[src/rtl/seg7_pkg.sv]
// Shared seven-segment definitions: active-low patterns (bit 6 = g, bit 0 = a),
// readback FSM states and the decoded value width.
package seg7_pkg;

  localparam int VALUE_W = 20;

  localparam logic [6:0] SEG_0     = 7'b1000000;
  localparam logic [6:0] SEG_1     = 7'b1111001;
  localparam logic [6:0] SEG_2     = 7'b0100100;
  localparam logic [6:0] SEG_3     = 7'b0110000;
  localparam logic [6:0] SEG_4     = 7'b0011001;
  localparam logic [6:0] SEG_5     = 7'b0010010;
  localparam logic [6:0] SEG_6     = 7'b0000010;
  localparam logic [6:0] SEG_7     = 7'b1111000;
  localparam logic [6:0] SEG_8     = 7'b0000000;
  localparam logic [6:0] SEG_9     = 7'b0010000;
  localparam logic [6:0] SEG_BLANK = 7'b1111111;

  typedef enum logic [0:0] {
    IDLE = 1'b0,
    SCAN = 1'b1
  } state_t;

  // Forward encoding used by the display driver; digits above 9 show blank.
  function automatic logic [6:0] bcd_to_seg(input logic [3:0] d);
    logic [6:0] s;
    case (d)
      4'd0:    s = SEG_0;
      4'd1:    s = SEG_1;
      4'd2:    s = SEG_2;
      4'd3:    s = SEG_3;
      4'd4:    s = SEG_4;
      4'd5:    s = SEG_5;
      4'd6:    s = SEG_6;
      4'd7:    s = SEG_7;
      4'd8:    s = SEG_8;
      4'd9:    s = SEG_9;
      default: s = SEG_BLANK;
    endcase
    return s;
  endfunction

endpackage

[src/rtl/seg7_to_bcd.sv]
// Combinational reverse lookup from an active-low segment pattern to a decimal digit.
// Blank decodes as 0 and is valid; anything unrecognised yields 0 with valid low.
module seg7_to_bcd
  import seg7_pkg::*;
(
  input  logic [6:0] seg,
  output logic [3:0] digit,
  output logic       valid
);

  always_comb begin
    digit = 4'd0;
    valid = 1'b1;
    case (seg)
      SEG_0:     digit = 4'd0;
      SEG_1:     digit = 4'd1;
      SEG_2:     digit = 4'd2;
      SEG_3:     digit = 4'd3;
      SEG_4:     digit = 4'd4;
      SEG_5:     digit = 4'd5;
      SEG_6:     digit = 4'd6;
      SEG_7:     digit = 4'd7;
      SEG_8:     digit = 4'd8;
      SEG_9:     digit = 4'd9;
      SEG_BLANK: digit = 4'd0;
      default:   valid = 1'b0;
    endcase
  end

endmodule

[src/rtl/seg7_readback.sv]
// Snapshots the HEX segment bus on start and decodes one digit per cycle,
// most significant first, into a decimal value with an invalid-digit flag.
module seg7_readback
  import seg7_pkg::*;
#(
  parameter int NUM_DIGITS = 6
) (
  input  logic                    clk,
  input  logic                    reset,
  input  logic [7*NUM_DIGITS-1:0] seg_bus,
  input  logic                    start,
  output logic                    busy,
  output logic                    done,
  output logic [VALUE_W-1:0]      value,
  output logic                    err,
  output logic [2:0]              err_digit
);

  state_t                  state_p0;
  logic [7*NUM_DIGITS-1:0] shadow_p0;
  logic [2:0]              idx_p0;
  logic [VALUE_W-1:0]      acc_p0;
  logic                    scan_err_p0;
  logic [2:0]              scan_err_idx_p0;

  logic [6:0]              cur_seg;
  logic [3:0]              cur_digit;
  logic                    cur_valid;
  logic [VALUE_W-1:0]      acc_next;
  logic                    load;
  logic                    last;

  // acc*10 + d built from shifts so no multiplier is inferred.
  function automatic logic [VALUE_W-1:0] mac10(input logic [VALUE_W-1:0] a,
                                               input logic [3:0]         d);
    return (a << 3) + (a << 1) + VALUE_W'(d);
  endfunction

  assign load = (state_p0 == IDLE) && start;
  assign last = (state_p0 == SCAN) && (idx_p0 == 3'd0);

  always_comb begin
    cur_seg = SEG_BLANK;
    for (int i = 0; i < NUM_DIGITS; i++) begin
      if (idx_p0 == 3'(i)) cur_seg = shadow_p0[7*i +: 7];
    end
  end

  seg7_to_bcd u_dec (
    .seg   (cur_seg),
    .digit (cur_digit),
    .valid (cur_valid)
  );

  assign acc_next = mac10(acc_p0, cur_digit);

  // Stage p0: shadow capture and per-digit accumulation (datapath, not reset).
  always_ff @(posedge clk) begin
    if (load) begin
      shadow_p0       <= seg_bus;
      idx_p0          <= 3'(NUM_DIGITS - 1);
      acc_p0          <= '0;
      scan_err_p0     <= 1'b0;
      scan_err_idx_p0 <= 3'd0;
    end else if (state_p0 == SCAN) begin
      acc_p0 <= acc_next;
      idx_p0 <= idx_p0 - 3'd1;
      if (!cur_valid && !scan_err_p0) begin
        scan_err_p0     <= 1'b1;
        scan_err_idx_p0 <= idx_p0;
      end
    end
  end

  // Stage p1: control FSM and registered result outputs.
  always_ff @(posedge clk) begin
    if (reset) begin
      state_p0  <= IDLE;
      busy      <= 1'b0;
      done      <= 1'b0;
      value     <= '0;
      err       <= 1'b0;
      err_digit <= 3'd0;
    end else begin
      done <= 1'b0;
      case (state_p0)
        IDLE: begin
          if (start) begin
            state_p0 <= SCAN;
            busy     <= 1'b1;
          end
        end
        SCAN: begin
          if (last) begin
            state_p0  <= IDLE;
            busy      <= 1'b0;
            done      <= 1'b1;
            value     <= acc_next;
            err       <= scan_err_p0 | ~cur_valid;
            err_digit <= scan_err_p0 ? scan_err_idx_p0 : 3'd0;
          end
        end
        default: begin
          state_p0 <= IDLE;
          busy     <= 1'b0;
        end
      endcase
    end
  end

endmodule

[config.mk]
export PLATFORM = sky130hd
export DESIGN_NAME = seg7_readback
export DESIGN_NICKNAME = d
export VERILOG_FILES = /design/src/rtl/seg7_pkg.sv /design/src/rtl/seg7_to_bcd.sv /design/src/rtl/seg7_readback.sv
export SDC_FILE = /design/constraint.sdc
export NUM_CORES = 1
export LEC_CHECK = 0
export ABC_CLOCK_PERIOD_IN_PS = 8400
export CAP_MARGIN = 40
export CELL_PAD_IN_SITES_DETAIL_PLACEMENT = 0
export CELL_PAD_IN_SITES_GLOBAL_PLACEMENT = 2
export CORE_MARGIN = 2
export CORE_UTILIZATION = 37
export CTS_CLUSTER_SIZE = 40
export DETAILED_ROUTE_END_ITERATION = 8
export GPL_ROUTABILITY_DRIVEN = 1
export PLACE_DENSITY = 0.93
export SLEW_MARGIN = 15
export SYNTH_ARGS = -nofsm -noshare
export SYNTH_HDL_FRONTEND = slang
export SYNTH_HIERARCHICAL = 1
export SYNTH_SLANG_ARGS = --single-unit
[constraint.sdc]
create_clock -name clk -period 8.4 [get_ports clk]
set_input_delay 2.52 -clock clk [delete_from_list [all_inputs] [get_ports clk]]
set_output_delay 2.52 -clock clk [all_outputs]
set_load 0.005 [all_outputs]
* Word level (Yosys, flattened, before mapping)
Index checks and enable logic that the tools add are counted.
Cells by class: add/subtract/negate cells 3, equal/unequal tests 17, multiplexer cells 16, bitwise operators 3, reductions and logical operators 12
Operators by type and width (count):
- $mux 7 | 6
- $pmux 4 s9 | 1
- $eq 7x7->1 const B | 4
- $eq 7x5->1 const B | 3
- $add 20x20->20 | 1
- $add 20x4->20 | 1
- $eq 7x6->1 const B | 2
- $reduce_or 11->1 | 1
- $eq 7x2->1 const B | 1
- $logic_not 7->1 | 1
- $eq 3x2->1 const B | 2
- $eq 3x3->1 const B | 2
- $mux 1 | 6
- $reduce_and 2->1 | 3
- $pmux 1 s2 | 2
- $eq 3x1->1 const B | 1
- $logic_and 1x1->1 | 3
- $logic_not 3->1 | 1
- $mux 3 | 1
- $sub 3x1->3 const B | 1
- $logic_not 1->1 | 2
- $ne 2x1->1 const B | 1
- $ne 2x2->1 const B | 1
- $not 1->1 | 2
- other kinds (2) | 2
Storage, ports and cells: flip-flop bits (word level) 95, input port bits 45, output and inout bits 26, word-level logic and storage cells 62

* Longest topological paths before layout
Gate-level depths: netlist of run 1.
word-level depth 13, depth in mapped cells 22, gate-level depth less buffers 22

* Modules after synthesis
The synthesis of run 1 kept the hierarchy.
By module, submodules not included:
- seg7_readback | times used 1, cells an instance 458, area each 4710.8 um^2, sequential area each 2322.2 um^2
- seg7_to_bcd | times used 1, cells an instance 32, area each 172.7 um^2, sequential area each 0.0 um^2

* Least setup slack after synthesis of run 1
No wires, ideal clock.
path kind input to register, start input port start, end register shadow_p0[0], enable pin, library setup time 0.444 ns, arrival 4.378 ns, data required time 7.956 ns, path slack 3.579 ns, stages on the path 2, path buffers 0, cell sequence inv_1 -> nor2_1
On the way: word-level cells in the longest chain between the ends 1
RTL lines:
- start: declaration | line seg7_readback.sv:11 | input logic start,
- $logic_and 1x1->1 | line seg7_readback.sv:39 | assign load = (state_p0 == IDLE) && start;
- named net load | line seg7_readback.sv:30 | logic load;
- end signal: assignment | line seg7_readback.sv:60 | shadow_p0 <= seg_bus;
- end: declaration | line seg7_readback.sv:20 | logic [7*NUM_DIGITS-1:0] shadow_p0;
The timed path passes the listed nets, and every way through them passes these cells. A chain may end at the register's enable or synchronous reset.

* Worst setup path after layout of run 1
start register idx_p0[1], end register acc_p0[18]
On the way: word-level cells in the longest chain between the ends 10, elaborated cells between the ends (all ways) 23, classes of those cells 1 x add/sub; 13 x eq/ne; 7 x mux; 2 x reduce/logical
RTL lines:
- start: declaration | line seg7_readback.sv:21 | logic [2:0] idx_p0;
- start signal: assignment | line seg7_readback.sv:61 | idx_p0 <= 3'(NUM_DIGITS - 1);
- start signal: assignment | line seg7_readback.sv:67 | idx_p0 <= idx_p0 - 3'd1;
- $logic_not 3->1 | line seg7_readback.sv:45 | if (idx_p0 == 3'(i)) cur_seg = shadow_p0[7*i +: 7];
- $mux 7 (5 in series) | line seg7_readback.sv:45
- $mux 7 * | line seg7_readback.sv:45
- named net cur_seg[3] | line seg7_readback.sv:26 | logic [6:0] cur_seg;
- $eq 7x5->1, or another cell as far along | line seg7_to_bcd.sv:14 | case (seg)
- $pmux 4 s9 * | line seg7_to_bcd.sv:14
- named net cur_digit[2] | line seg7_readback.sv:27 | logic [3:0] cur_digit;
- $add 20x4->20 * | line seg7_readback.sv:36 | return (a << 3) + (a << 1) + VALUE_W'(d);
- end signal: assignment | line seg7_readback.sv:66 | acc_p0 <= acc_next;
- end: declaration | line seg7_readback.sv:22 | logic [VALUE_W-1:0] acc_p0;
Mark *: on every way through the listed nets, which the timed path passes. The rest lies on a longest branch.

==> key figures, run 1 <==
Status
  – Status: finished clean

Routing
  – DR WL/cell: 15.29 um
  – DRC: 0
  – ANT nets after route: 0
  – Routed WL: roughly 11000 um
  – Starting DRT DRC Count: ~220
  – Pre-antenna DRT Iters: 4
  – DR vias/cell: 5.202
  – Routed via count: roughly 3800

Setup path
  – WP buf/inv: 3
  – CP required: 8.65 ns
  – Crit start category: flop
  – Critical Path Fanout Max: 15
  – CP max stage delay: slightly below 0.8 ns
  – Crit-path cells: inv_1 > ha_1 > inv_1 > nand2_1 > o22ai_1 > a221oi_1 > nor2_1 > and2_0 > o21ai_0 > o31ai_1 > ha_1 > ha_1 > inv_1 > fa_1 > nor2b_1 > o31a_1 > o21ai_1 > a31oi_1 > xnor2_1 > a21o_1
  – WS Path Type: reg2reg
  – Crit. End Element: flop
  – Worst EP arrival: 5.32 ns
  – Delay-heaviest family, CP: compound AO/OA/AOI/OAI gates
  – Slowest-stage cell, CP: a221oi_1

Final layout
  – Util after Layout: 0.4752
  – Nets: 638
  – Antenna cells: 0
  – Layout area overhead: 24.29%
  – Final instance area: 0.006070 mm^2
  – Share of layout cells above drive strength 1: 0.06463

Clock tree
  – Clock Sinks: 95
  – CTS H-Tree Depth: 3
  – CTS Hold Buffers Added: 0
  – Cts repair resizes: 0
  – CTS tree: yes
  – Total CTS buffers: 9
  – Setup bufs post-CTS: 0
  – Maximum clock insertion buffer count: 2
  – Clk root buf: clkbuf_16
  – Skew-Pair Late Insertion Delay: 0.36 ns
  – Clock Pin Slew Worst Setup and Hold Paths: 0.07 ns

Floorplan
  – Core area: 0.01277 mm^2
  – Std-Cell Rows: 41
  – Die height: 118.9 um
  – Die W: 118.9 um
  – Die area: around 0.014 mm^2
  – Starting Density: 0.3823
  – # IOs: 71

Pwr
  – Tot Pwr: 1177 uW
  – Power share of the combinational group: 0.194
  – Maximum VDD drop: 0.1123 mV
  – Leakage: approximately 0.0024 uW
  – Clock share of power: 0.350
  – Share of power burned in registers: 0.456
  – NetSw: 351.7 uW
  – Int Pwr: about 830 uW
  – Sw frac: 0.2988
  – PwrDens: 193.9 mW/mm^2

Logic synthesis
  – Mapped Area: 0.004883 mm^2
  – Async SR Flop Fraction: 0
  – Post-synthesis sequential area ratio: 0.4755
  – Post-Syn Nets: 576
  – Number of synthesized register bits: 95
  – Yosys cell types: 59
  – Syn Area/Cell: 9.966 um^2
  – Synth Warn #: 6
  – Main synth FF type: dfxtp_1
  – Number of synthesized flops with an enable pin: between 40 and 50
  – Mapped Cells: 490

Timing
  – Final Hold Viols: 0
  – Final Cycle Share: 0.6030
  – Setup_tns: 0 ns
  – Final Critical Period: around 5 ns
  – Max-slew headroom: 0.3533
  – Clock skew: 0.01054 ns
  – Least-Margin Pin Slew: 0.9701 ns
  – Max Transition Viols Final: 0
  – Setup-failing EPs final: 0
  – F_max: 197.4 MHz
  – Fin worst setup slack: between 3 and 4 ns
  – RSZ-0062 raised after global routing: false

Global routing
  – Initial antenna violation count: 0
  – Gr ovfl total: 0
  – Largest net degree at the start of global routing: 53
  – GRT Total Usage: 0.1637
  – Global-route wire length before repair: between 15000 and 20000 um
  – Number of global-route vias before repair: approximately 3700

Placement
  – # port buffers: 70
  – Pre-CTS setup slack: 3.403 ns
  – Area after DPL: around 0.0058 mm^2
  – RD Place Congestion: 0.8860
  – Post-DP HPWL: 8196 um

Min path
  – Worst hold-check path type: reg2reg

Flow run
  – Max Cap Violations: 0
## cell families after synthesis
| logic type | share of synthesized area |
|---|---|
| AND/OR/NAND/NOR | 0.1478 |
| AO/OA/AOI/OAI | 0.1850 |
| flip-flops | 0.4755 |
| buffers and inverters | 0.03612 |
| adder cells (fa/ha/maj) | 0.1081 |
| XOR/XNOR | 0.03228 |
| multiplexers | 0.01512 |
## synth_stat cells, drive strengths merged, types with 3 or more instances
cell type	n	area, um^2
dfxtp	53	1061
ha	39	488.0
nand2b	16	100.1
inv	18	67.56
edfxtp	42	1261
and3	3	18.77
xnor2	12	105.1
nor4	3	18.77
xor2	6	52.55
a21o	13	97.59
a31oi	7	43.79
nand3	9	45.04
o21a	3	22.52
a211oi	5	42.54
buf	8	41.28
o22ai	14	87.58
mux2i	4	40.04
a22o	3	26.28
clkbuf	18	67.56
a221oi	6	52.55
mux2	3	33.78
nand4	3	18.77
a21oi	37	200.2
o31ai	5	42.54
nor3b	9	67.56
o21ai	24	127.6
nor2	35	131.4
nor3	11	55.05
nand2	55	206.5
## final timing paths
check	start	end	slack (ns)	depth (start not counted)
setup / recovery	idx_p0[1]$_SDFFE_PP0P_	acc_p0[18]$_SDFFE_PP0P_	3.33	20
setup reg to reg	idx_p0[1]$_SDFFE_PP0P_	acc_p0[18]$_SDFFE_PP0P_	3.33	20
hold reg to reg	value[6]$_SDFFE_PP0P_	value[6]$_SDFFE_PP0P_	0.46	2
hold / removal	value[6]$_SDFFE_PP0P_	value[6]$_SDFFE_PP0P_	0.46	2
## metrics by stage
stage	instances	hold slack, ns
after floorplan	490	0.4483
after global placement	710	0.4405
after detailed placement	712	0.4491
after CTS	728	0.4595
after global routing	729	0.4871
final	729	0.4565
## cells in the final DEF, fill, tap and decap left out, types with 4 or more instances in the layout
| master | n |
|---|---|
| xor2_1 | 6 |
| a211oi_1 | 4 |
| nand2b_1 | 16 |
| o22ai_1 | 14 |
| nand2_1 | 55 |
| inv_1 | 18 |
| o21ai_0 | 18 |
| a221oi_1 | 6 |
| a21oi_1 | 35 |
| edfxtp_1 | 42 |
| nor2_1 | 34 |
| nor3b_1 | 9 |
| a21o_1 | 13 |
| nor3_1 | 11 |
| clkdlybuf4s50_1 | 70 |
| mux2i_1 | 4 |
| o21ai_1 | 4 |
| xnor2_1 | 12 |
| dfxtp_1 | 53 |
| buf_4 | 4 |
| o31ai_1 | 4 |
| ha_1 | 39 |
| clkbuf_16 | 9 |
| a31oi_1 | 7 |
| nand3_1 | 9 |
## sequential cells by signal, summed over array words and instances (netlist names)
name	cells
shadow_p0	42
value	20
acc_p0	19
err_digit	3
idx_p0	3
scan_err_idx_p0	3
busy	1
done	1
err	1
scan_err_p0	1
state_p0	1
## worst reg2reg max path: cells and delay by family (launching register included)
kind                     cells  cell delay, ns
AO/OA/AOI/OAI                8            2.13
XOR/XNOR                     1            0.10
adder cells (fa/ha/maj)      4            1.06
buffers and inverters        3            0.37
flip-flops                   1            0.34
AND/OR/NAND/NOR              4            0.96
## area by class of cell
cell class | instances | area [um^2]
clock buffers | 9 | 225.2
flip-flops and latches | 95 | 2322
clock inverters | 7 | 76.32
repair buffers | 77 | 770.7
well taps | 172 | 215.2
inverters | 18 | 67.56
fillers | 1186 | 6704
multi-input cells | 351 | 2392
## layer usage
metal / part of all wire / vias to the layer above / track usage
met4: 0.022 / 0 / 0.06622
met1: 0.46 / 1783 / 0.2056
li1: - / 1917 / -
met3: 0.040 / 18 / 0.04215
met5: 0 / - / 0
met2: 0.48 / 74 / 0.2683
## power groups by stage
stage	combinational, uW	clock (uW)	sequential [uW]
after floorplan	168	0	537
after global placement	219	0	547
after CTS	227	420	537
after global routing	253	443	541
final	228	412	537
after detailed placement	226	0	547
No activity file was read; power rests on OpenSTA's default activity.
==> inputs of run 2 (changes only) <==
--- a/config.mk
+++ b/config.mk
@@ -5,16 +5,16 @@
 export SDC_FILE = /design/constraint.sdc
 export NUM_CORES = 1
 export LEC_CHECK = 0
-export ABC_CLOCK_PERIOD_IN_PS = 8400
+export ABC_CLOCK_PERIOD_IN_PS = 4330
 export CAP_MARGIN = 40
 export CELL_PAD_IN_SITES_DETAIL_PLACEMENT = 0
 export CELL_PAD_IN_SITES_GLOBAL_PLACEMENT = 2
 export CORE_MARGIN = 2
-export CORE_UTILIZATION = 37
+export CORE_UTILIZATION = 31
 export CTS_CLUSTER_SIZE = 40
 export DETAILED_ROUTE_END_ITERATION = 8
 export GPL_ROUTABILITY_DRIVEN = 1
-export PLACE_DENSITY = 0.93
+export PLACE_DENSITY = 0.84
 export SLEW_MARGIN = 15
 export SYNTH_ARGS = -nofsm -noshare
 export SYNTH_HDL_FRONTEND = slang
==> constraint.sdc (replaced) <==
create_clock -name clk -period 4.33 [get_ports clk]
set_input_delay 1.299 -clock clk [delete_from_list [all_inputs] [get_ports clk]]
set_output_delay 1.299 -clock clk [all_outputs]
set_load 0.005 [all_outputs]
==> key figures, run 2 (same netlist as run 1, synthesis figures left out) <==
Timing
  – Max Transition Viols Final: 0
  – RSZ-0062 raised after global routing: false
  – Setup-failing EPs final: 0
  – Final Cycle Share: 0.9419
  – Least-Margin Pin Slew: 0.6594 ns
  – Clock skew: 0.009314 ns
  – Final Hold Viols: 0
  – Fin worst setup slack: roughly 0.25 ns
  – Max-slew headroom: 0.5590
  – Final Critical Period: 4.078 ns
  – F_max: 245.2 MHz

Setup path
  – WS Path Type: reg2reg
  – CP required: 4.58 ns
  – Crit start category: flop
  – Crit. End Element: flop
  – Critical Path Fanout Max: 6
  – Worst EP arrival: 4.33 ns

Global routing
  – Largest net degree at the start of global routing: 50
  – Number of global-route vias before repair: 3843
  – GRT Total Usage: 0.1456
  – Global-route wire length before repair: 19050 um
  – Initial antenna violation count: 0
  – Gr ovfl total: 0

Clock tree
  – Clock Sinks: 95
  – CTS tree: yes
  – Total CTS buffers: 9
  – CTS H-Tree Depth: 3
  – Skew-Pair Late Insertion Delay: 0.36 ns
  – Clock Pin Slew Worst Setup and Hold Paths: 0.07 ns
  – Clk root buf: clkbuf_16
  – Maximum clock insertion buffer count: 2

Routing
  – Routed via count: 3868
  – DR WL/cell: between 10 and 15 um
  – DRC: 0
  – ANT nets after route: 0
  – Routed WL: around 12000 um
  – Pre-antenna DRT Iters: 4
  – Starting DRT DRC Count: 225
  – DR vias/cell: 4.909

Final layout
  – Top reg by flops: shadow_p0
  – Filler cell count: ~1500
  – Most common cell after layout, fill and taps aside: clkdlybuf4s50_1
  – Layout area overhead: 31.33%
  – Number of flip-flops under the largest register name: 42
  – Share of layout cells above drive strength 1: 0.1438
  – Nets: 658
  – Most frequent cells in the layout: clkdlybuf4s50_1 (70), nand2_1 (53), dfxtp_1 (51), edfxtp_1 (42), ha_1 (37)
  – Antenna cells: 0
  – Util after Layout: 0.4188
  – Top Registers: shadow_p0 (42), value (20), acc_p0 (19)

Pwr
  – PwrDens: roughly 370 mW/mm^2
  – Sw frac: 0.3025
  – Power share of the combinational group: 0.236
  – NetSw: a little over 700 uW
  – Int Pwr: roughly 1700 uW
  – Share of power burned in registers: 0.434
  – Maximum VDD drop: ~0.21 mV
  – Leakage: approximately 0.0025 uW
  – Clock share of power: 0.330

Status
  – Status: finished clean

Floorplan
  – Die W: 129.5 um
  – Starting Density: 0.3189
  – Die area: 0.01677 mm^2
  – # IOs: 71
  – Std-Cell Rows: 45
  – Core area: 0.01531 mm^2
  – Die height: between 100 and 150 um

Placement
  – # port buffers: 70
  – Pre-CTS setup slack: -0.1026 ns
  – Post-DP HPWL: between 8000 and 9000 um
  – RD Place Congestion: 0.8382

Flow run
  – Max Cap Violations: 0

Min path
  – Worst hold-check path type: reg2reg
[run 2: changes by cell type in the layout (fill, tap and decap cells not counted), moves of 3 or more]
cell      change
buf_4        +17
a221oi_2      +4
a221oi_1      -5
o22ai_2       +4
o22ai_1       -4
o21ai_2       +3
buf_6         +3
[run 2: final cells by class]
class                   instances  area, um^2  share of cell area
flip-flops and latches         95        2327              0.3629
inverters                      18       67.56             0.01053
clock buffers                   9       225.2             0.03512
multi-input cells             351        2527              0.3941
well taps                     211       264.0             0.04116
repair buffers                 97       934.6              0.1457
clock inverters                 7       67.56             0.01053
[run 2: power by group through the flow]
stage               clock network, uW  logic [uW]  registers, uW
floorplan                           0         326           1040
global placement                    0         488           1060
detailed placement                  0         496           1060
CTS                               813         501           1040
global route                      848         624           1050
finish                            790         566           1040
[run 2: worst max-delay path, cell delays in order (launching register included)]
cell and delay [ns]:
dfxtp_2 0.37, inv_2 0.07, ha_1 0.18, inv_2 0.09, nand2_2 0.09, buf_4 0.18
o22ai_1 0.30, a221oi_4 0.14, nor3_4 0.22, nand2_1 0.08, nor2_1 0.09, inv_1 0.06
fa_1 0.54, inv_1 0.06, ha_1 0.32, a211oi_2 0.26, o21ai_2 0.13, a21oi_4 0.21
buf_4 0.14, o31ai_2 0.06, xor2_1 0.17, a22o_1 0.21
[run 2: worst paths after layout]
path / to / slack (ns) / depth (start not counted) / from
max: value[17]$_SDFFE_PP0P_ / 0.25 / 21 / idx_p0[1]$_SDFFE_PP0P_
max reg2reg: value[17]$_SDFFE_PP0P_ / 0.25 / 21 / idx_p0[1]$_SDFFE_PP0P_
min reg2reg: err_digit[2]$_SDFFE_PP0P_ / 0.45 / 2 / err_digit[2]$_SDFFE_PP0P_
min: err_digit[2]$_SDFFE_PP0P_ / 0.45 / 2 / err_digit[2]$_SDFFE_PP0P_
[run 2: per-layer routing]
metal / vias to the layer above / global-route usage / share of wire
met4: 0 / 0.04681 / 0.018
met3: 17 / 0.03303 / 0.044
met2: 93 / 0.2443 / 0.48
met5: - / 0 / 0
met1: 1816 / 0.1867 / 0.46
li1: 1942 / - / -
[run 2: stage by stage]
step	hold slack [ns]	area, um^2	total power [uW]	TNS (ns)	instances
floorplan	0.4483	4883	1367	0	490
global route	0.4702	6414	2518	0	788
finish	0.4501	6414	2394	0	788
global placement	0.4405	5887	1544	-0.02114	762
CTS	0.4541	6216	2351	0	780
detailed placement	0.4439	5913	1554	-0.2096	764
[run 2: timing repair]
item	CTS	global route
buffers inserted	0	6
gates resized for setup	2	35
cloned	0	2
endpoints found under the setup margin	4	24
hold buffers	0	0
pin swaps	0	9
